<file path="config.mk">
export PLATFORM = sky130hd
export DESIGN_NAME = mac_array_seq_flat
export DESIGN_NICKNAME = d
export VERILOG_FILES = /design/src/rtl/mac_array_seq_pkg.sv /design/src/rtl/mac_array_seq_if.sv /design/src/rtl/mac_array_seq_addr_gen.sv /design/src/rtl/mac_array_seq.sv /design/src/flat_wrapper.sv
export SDC_FILE = /design/constraint.sdc
export NUM_CORES = 1
export LEC_CHECK = 0
export BUFFER_PORTS_ARGS = -buffer_cell sky130_fd_sc_hd__buf_2
export CAP_MARGIN = 20
export CORE_UTILIZATION = 52
export CTS_CLUSTER_SIZE = 10
export DETAILED_ROUTE_END_ITERATION = 8
export PLACE_DENSITY = 0.76
export SETUP_SLACK_MARGIN = 0.2
export SYNTH_ARGS = -nofsm -noshare
export SYNTH_HDL_FRONTEND = slang
export SYNTH_SLANG_ARGS = --single-unit
</file>
<file path="constraint.sdc">
create_clock -name clk -period 2.99 [get_ports clk]
set_clock_uncertainty 0.1 [all_clocks]
set_input_delay 0.598 -clock clk [delete_from_list [all_inputs] [get_ports clk]]
set_output_delay 0.598 -clock clk [all_outputs]
set_load 0.005 [all_outputs]
</file>
<file path="src/rtl/mac_array_seq_pkg.sv">
// mac_seq_pkg: shared state encoding and mac_array instruction codes for the tile sequencer
package mac_seq_pkg;
  typedef enum logic [2:0] {IDLE, LOAD, GAP, EXEC, DRAIN, DONE} state_t;
  localparam logic [1:0] INST_IDLE = 2'b00;
  localparam logic [1:0] INST_LOAD = 2'b01;
  localparam logic [1:0] INST_EXEC = 2'b10;
endpackage

</file>
<file path="src/rtl/mac_array_seq_if.sv">
// mac_array_seq_if: controller/SRAM/mac_array bundle of the tile sequencer (err only with MAC_SEQ_WATCHDOG_EN)
interface mac_array_seq_if #(parameter int col = 8, parameter int aw = 11);
  logic start, stall, rd_en, busy, done;
  logic [aw-1:0] wgt_base, act_base, num_act, rd_addr, out_cnt;
  logic [col-1:0] valid;
  logic [1:0] inst_w;
`ifdef MAC_SEQ_WATCHDOG_EN
  logic err;
`endif
  modport master (
    output start, wgt_base, act_base, num_act, stall, valid,
    input rd_en, rd_addr, inst_w, busy, done, out_cnt
`ifdef MAC_SEQ_WATCHDOG_EN
    , err
`endif
  );
  modport slave (
    input start, wgt_base, act_base, num_act, stall, valid,
    output rd_en, rd_addr, inst_w, busy, done, out_cnt
`ifdef MAC_SEQ_WATCHDOG_EN
    , err
`endif
  );
endinterface

</file>
<file path="src/rtl/mac_array_seq_addr_gen.sv">
// mac_seq_addr_gen: registered base+counter read address; load zeroes the counter, inc issues base+count
module mac_seq_addr_gen #(parameter int aw = 11) (
  input  logic          clk,
  input  logic          reset,
  input  logic          load,
  input  logic          inc,
  input  logic [aw-1:0] base,
  output logic [aw-1:0] addr,
  output logic [aw-1:0] cnt
);
  logic [aw-1:0] n;
  assign n = load ? '0 : cnt;
  // a load on the same cycle as inc issues base+0; sums wrap at 2^aw
  always_ff @(posedge clk or posedge reset)
    if (reset) begin
      addr <= '0;
      cnt  <= '0;
    end else if (inc) begin
      addr <= base + n;
      cnt  <= n + aw'(1);
    end else
      cnt <= n;
endmodule

</file>
<file path="src/rtl/mac_array_seq.sv">
// mac_array_seq: kernel load / gap / execute / drain sequencer for mac_array (optional watchdog: MAC_SEQ_WATCHDOG_EN)
module mac_array_seq
  import mac_seq_pkg::*;
#(parameter int row = 8, parameter int col = 8, parameter int aw = 11) (
  input logic clk,
  input logic reset,
  mac_array_seq_if.slave bus
);
  localparam int TW = $clog2(4 * (row + col) + 1);
  state_t state;
  logic [aw-1:0] wgt_q, act_q, num_q, cnt, cnt_eff, base, out_nxt;
  logic [TW-1:0] tmr;
  logic clr, issue, gap_end, last, hit;
  // read issue decision for this cycle; it becomes rd_en on the next edge
  always_comb begin
    clr = state == IDLE || state == GAP;
    cnt_eff = clr ? '0 : cnt;
    gap_end = state == GAP && tmr == TW'(2 * row - 1);
    issue = (state == IDLE && bus.start) || (state == LOAD && cnt != aw'(col)) ||
            ((state == EXEC || (gap_end && num_q != '0)) && !bus.stall);
    last = issue && cnt_eff + aw'(1) == num_q;
    base = state == IDLE ? bus.wgt_base : state == LOAD ? wgt_q : act_q;
    hit = bus.valid[col-1] && bus.out_cnt != num_q;
    out_nxt = bus.out_cnt + aw'(hit);
  end
  mac_seq_addr_gen #(.aw(aw)) u_addr (
    .clk(clk), .reset(reset), .load(clr), .inc(issue), .base(base), .addr(bus.rd_addr), .cnt(cnt)
  );
  // phase FSM with registered outputs; inst_w tags last cycle's read with its issuing phase
  always_ff @(posedge clk or posedge reset)
    if (reset) begin
      state <= IDLE;
      wgt_q <= '0;
      act_q <= '0;
      num_q <= '0;
      tmr <= '0;
      bus.rd_en <= 1'b0;
      bus.inst_w <= INST_IDLE;
      bus.busy <= 1'b0;
      bus.done <= 1'b0;
      bus.out_cnt <= '0;
`ifdef MAC_SEQ_WATCHDOG_EN
      bus.err <= 1'b0;
`endif
    end else begin
      bus.rd_en <= issue;
      bus.inst_w <= !bus.rd_en ? INST_IDLE : state == LOAD ? INST_LOAD : INST_EXEC;
      bus.done <= 1'b0;
      if (state == EXEC || state == DRAIN) bus.out_cnt <= out_nxt;
      case (state)
        IDLE: if (bus.start) begin
          wgt_q <= bus.wgt_base;
          act_q <= bus.act_base;
          num_q <= bus.num_act;
          bus.out_cnt <= '0;
          bus.busy <= 1'b1;
          state <= LOAD;
`ifdef MAC_SEQ_WATCHDOG_EN
          bus.err <= 1'b0;
`endif
        end
        LOAD: if (!issue) begin
          state <= GAP;
          tmr <= '0;
        end
        GAP: if (!gap_end) tmr <= tmr + TW'(1);
          else if (num_q == '0) begin
            state <= DONE;
            bus.done <= 1'b1;
          end else begin
            state <= last ? DRAIN : EXEC;
            tmr <= '0;
          end
        EXEC: if (last) begin
          state <= DRAIN;
          tmr <= '0;
        end
        DRAIN: if (out_nxt == num_q) begin
          state <= DONE;
          bus.done <= 1'b1;
        end
`ifdef MAC_SEQ_WATCHDOG_EN
        else if (hit) tmr <= '0;
        else if (tmr == TW'(4 * (row + col) - 1)) begin
          state <= DONE;
          bus.done <= 1'b1;
          bus.err <= 1'b1;
        end else tmr <= tmr + TW'(1);
`endif
        DONE: begin
          state <= IDLE;
          bus.busy <= 1'b0;
        end
        default: state <= IDLE;
      endcase
    end
endmodule

</file>
<file path="src/flat_wrapper.sv">
// flat-port wrapper written by rule: the top's interface ports become plain ports
module mac_array_seq_flat import mac_seq_pkg::*;
#(parameter int row = 8, parameter int col = 8, parameter int aw = 11)
  (clk, reset, bus_start, bus_wgt_base, bus_act_base, bus_num_act, bus_stall, bus_valid, bus_rd_en, bus_rd_addr, bus_inst_w, bus_busy, bus_done, bus_out_cnt);
  mac_array_seq_if #(.col(col), .aw(aw)) bus_i ();
  input logic clk;
  input logic reset;
  input wire logic [$bits(bus_i.start)-1:0] bus_start;
  input wire logic [$bits(bus_i.wgt_base)-1:0] bus_wgt_base;
  input wire logic [$bits(bus_i.act_base)-1:0] bus_act_base;
  input wire logic [$bits(bus_i.num_act)-1:0] bus_num_act;
  input wire logic [$bits(bus_i.stall)-1:0] bus_stall;
  input wire logic [$bits(bus_i.valid)-1:0] bus_valid;
  output wire logic [$bits(bus_i.rd_en)-1:0] bus_rd_en;
  output wire logic [$bits(bus_i.rd_addr)-1:0] bus_rd_addr;
  output wire logic [$bits(bus_i.inst_w)-1:0] bus_inst_w;
  output wire logic [$bits(bus_i.busy)-1:0] bus_busy;
  output wire logic [$bits(bus_i.done)-1:0] bus_done;
  output wire logic [$bits(bus_i.out_cnt)-1:0] bus_out_cnt;
  assign bus_i.start = bus_start;
  assign bus_i.wgt_base = bus_wgt_base;
  assign bus_i.act_base = bus_act_base;
  assign bus_i.num_act = bus_num_act;
  assign bus_i.stall = bus_stall;
  assign bus_i.valid = bus_valid;
  assign bus_rd_en = bus_i.rd_en;
  assign bus_rd_addr = bus_i.rd_addr;
  assign bus_inst_w = bus_i.inst_w;
  assign bus_busy = bus_i.busy;
  assign bus_done = bus_i.done;
  assign bus_out_cnt = bus_i.out_cnt;
  mac_array_seq #(.row(row), .col(col), .aw(aw)) u_core (.clk(clk), .reset(reset), .bus(bus_i));
endmodule
</file>
==> impl_metrics.yaml <==
run_status:
  outcome: "finished clean"
grt:
  grt_overflow: 0
  grt_pass1_wl_um: 21000
  grt_pass1_vias: 4361
  grt_max_degree: 46
  track_usage: 0.271
  grt_antenna_before_repair: 0
routing:
  ant_nets: 0
  drc: 0
  via_per_inst: 5.85
  num_vias: 4600
  wire_per_inst_um: 17.9
  drt-pass1-iter-count: 5
  dr.first_iter.drc_count: 283
  wl_um: 14100
finish:
  drive_gt1_frac: 0.400
  nNetsFinal: 712
  diodes: 0
  final_util: 0.718
  syn_to_final_growth_pct: 33.6
placed_design:
  numPortBuffers: 64
  gp_congestion: 0.876
  dp_hpwl_um: 9020
cts:
  clkTransAtPathRegs_ns: 0.09
  htreeDepth: 3
  numCtsBuffers: 9
  root_buffer: "clkbuf_8"
  cts_tree: "built"
  clkSinkCount: 81
  hold_buffers: 0
  ctsLongestPathBuffers: 2
  clk_latency_ns: 0.37
yosys:
  synth_edf_count: 0
  synthArstFlopShare: 1.00
  yosys-top-cells-area: "dfrtp_1, mux2_2, xnor2_1"
  synth_top_area_cell: "dfrtp_1"
  syn_avg_cell_area_um2: 9.43
  ys_seq_area_frac: 0.408
  ys_ff_latch: 81
  synth_nets: 587
  syn_area_um2: 4970
  yosysWarnings: 0
  yosysMostFrequentCell: "dfrtp_1"
  synthTopCellsByCount: "dfrtp_1, nor2_1, xnor2_1"
  synthDistinctLibCells: 59
  syn-instance-count: 527
  yosysTopAreaCellShare: 0.408
  yosys_most_used_dff: "dfrtp_1"
timing:
  rsz0062_at_grt: "yes"
  tightest_slew_ns: 0.665
  drv_slew: 0
  fmax_mhz: 336
  timing.final.crit_share: 0.995
  finalHoldViolCount: 0
  slew_headroom: 0.556
  setup_viol: 0
  fin_setup_tns_ns: 0
  fin_crit_ns: 2.98
floorplan:
  io_pins: 72
  core_um2: 9240
  num_rows: 35
  die_h_um: 99.7
  fp.dieW_um: 99.7
  dieArea_um2: 9950
  initial_utilization: 0.538
setup_path:
  cp.required_ns: 3.14
  critPathLaunchType: "flop"
  cpMostUsedCell: "and2_4"
  critical_path.endpoint_type: "flop"
  reg2reg_depth: 11
  path_cells: "or2_4 -> and2_4 -> ha_4 -> and2_4 -> nand3_4 -> or4b_1 -> a311o_1 -> a2111oi_4 -> buf_4 -> o21a_4 -> a31oi_1"
  path_class: "flop to flop"
  worst-path-max-fanout: 7
  reg2reg_slack_ns: 0.01
  slowest_delay_ns: 0.56
  regToRegEndpoint: "u_core.tmr[5]"
  cp_slowest_cell: "or4b_1"
  critPathArrivalTime_ns: 3.12
  timing.rr.start: "u_core.state[2]"
power:
  sw_frac_of_total: 0.407
  ir_drop_mv: 0.687
  combPwrFrac: 0.552
  clkPwrFrac: 0.137
  switchingPower_mw: 2.34
  p_seq_frac: 0.311
  p_leak_nw: 2.99
  pwr_density_cell_nw_per_um2: 865
  p_total_mw: 5.74
  intPower_mw: 3.40
run:
  drv_cap: 0
min_path:
  hold_path_class: "input pin to async pin"
power by group through the flow:
| stage | Clock, mW | Combinational [mW] | Sequential (mW) |
|---|---|---|---|
| 3_3_place_gp | 0 | 2.39 | 1.75 |
| 4_1_cts | 0.796 | 2.64 | 1.77 |
| 2_1_floorplan | 0 | 1.76 | 1.73 |
| 6_report | 0.788 | 3.17 | 1.79 |
| 3_5_place_dp | 0 | 2.48 | 1.78 |
| 5_1_grt | 0.831 | 3.40 | 1.82 |
per-stage QoR:
step / hold WS, ns / area, um^2 / setup WS [ns] / instances
after floorplan: 0.350 / 5120 / 0.0866 / 527
after global routing: 0.246 / 6640 / -0.146 / 786
after detailed placement: 0.362 / 5810 / -0.167 / 737
after CTS: 0.217 / 6170 / -0.0270 / 766
final: 0.196 / 6640 / 0.0149 / 786
after global placement: 0.350 / 5810 / -0.0742 / 737
what timing repair did:
| action | 4_1_cts | 5_1_grt |
|---|---|---|
| buffers inserted | 13 | 19 |
| pin swaps | 30 | 35 |
| endpoints found under the setup margin | 15 | 16 |
| cloned | 0 | 1 |
| gates resized for setup | 20 | 57 |
worst max path at each step:
| stage | startpoint | endpoint | depth (start not counted) |
|---|---|---|---|
| 6_report | u_core.state[2] | u_core.tmr[5] | 11 |
| 5_1_grt | u_core.bus.out_cnt[9] | u_core.state[0] | 13 |
| 4_1_cts | u_core.num_q[7] | u_core.state[0] | 13 |
| 3_5_place_dp | u_core.bus.out_cnt[7] | u_core.state[0] | 12 |
| 3_3_place_gp | u_core.bus.out_cnt[7] | u_core.state[0] | 12 |
| 2_1_floorplan | u_core.state[2] | u_core.tmr[3] | 12 |
registers in the layout, indices dropped and copies added (netlist names):
register and count:
u_core.u_addr.cnt 11, u_core.act_q 11, u_core.tmr 7, u_core.bus.inst_w 2
u_core.u_addr.addr 11, u_core.bus.out_cnt 11, u_core.bus.done 1, u_core.bus.busy 1
u_core.bus.rd_en 1, u_core.num_q 11, u_core.wgt_q 11, u_core.state 3
worst max-delay path, delay by kind of cell (launching register included):
kind / cells / cell delay, ns
and+or+nand+nor: 5 / 1.16
AOI/OAI and AO/OA: 4 / 0.84
DFF: 1 / 0.38
buffers and inverters: 1 / 0.20
adders and majority gates: 1 / 0.16
layout make-up:
cell class                      count  area, um^2
Tap cell                          129         161
Sequential cell                    81        2030
Fill cell                         641        2600
Timing Repair Buffer              144        1050
Clock inverter                      6        50.0
Multi-Input combinational cell    399        3140
Inverter                           17        67.6
Clock buffer                       10         138
cells by family (layout without fill, tap and decap cells):
logic type | count (synthesis) | after routing | share of synthesized area
AND/OR/NAND/NOR | 179 | 179 | 0.179
AO/OA/AOI/OAI | 105 | 105 | 0.140
flip-flops | 81 | 81 | 0.408
XOR/XNOR | 53 | 53 | 0.0934
multiplexers | 47 | 47 | 0.103
buffers and inverters | 47 | 177 | 0.0378
adder cells (fa/ha/maj) | 15 | 15 | 0.0393
placed cells by master (no fill, tap or decap), types with 9 or more instances in the layout:
cell	synthesis	layout
buf_4	0	62
clkbuf_8	0	10
mux2_2	33	33
nand3_1	13	13
dfrtp_1	81	80
nand2b_1	10	9
nor3_1	10	9
nand2_1	30	29
nor2_1	64	61
ha_1	14	9
inv_1	17	13
mux2i_1	14	14
o21ai_0	25	16
buf_2	3	65
nand4_1	9	9
buf_6	1	10
xnor2_1	42	32
a21oi_1	30	23
xor2_1	11	11
routing by layer:
metal / vias up / share of wire / track usage
li1: 2120 / - / -
met1: 2235 / 0.41 / 0.338
met2: 198 / 0.50 / 0.451
met3: 47 / 0.057 / 0.0597
met4: 0 / 0.038 / 0.117
met5: - / 0 / 0
Power figures use the tool's default switching activity.
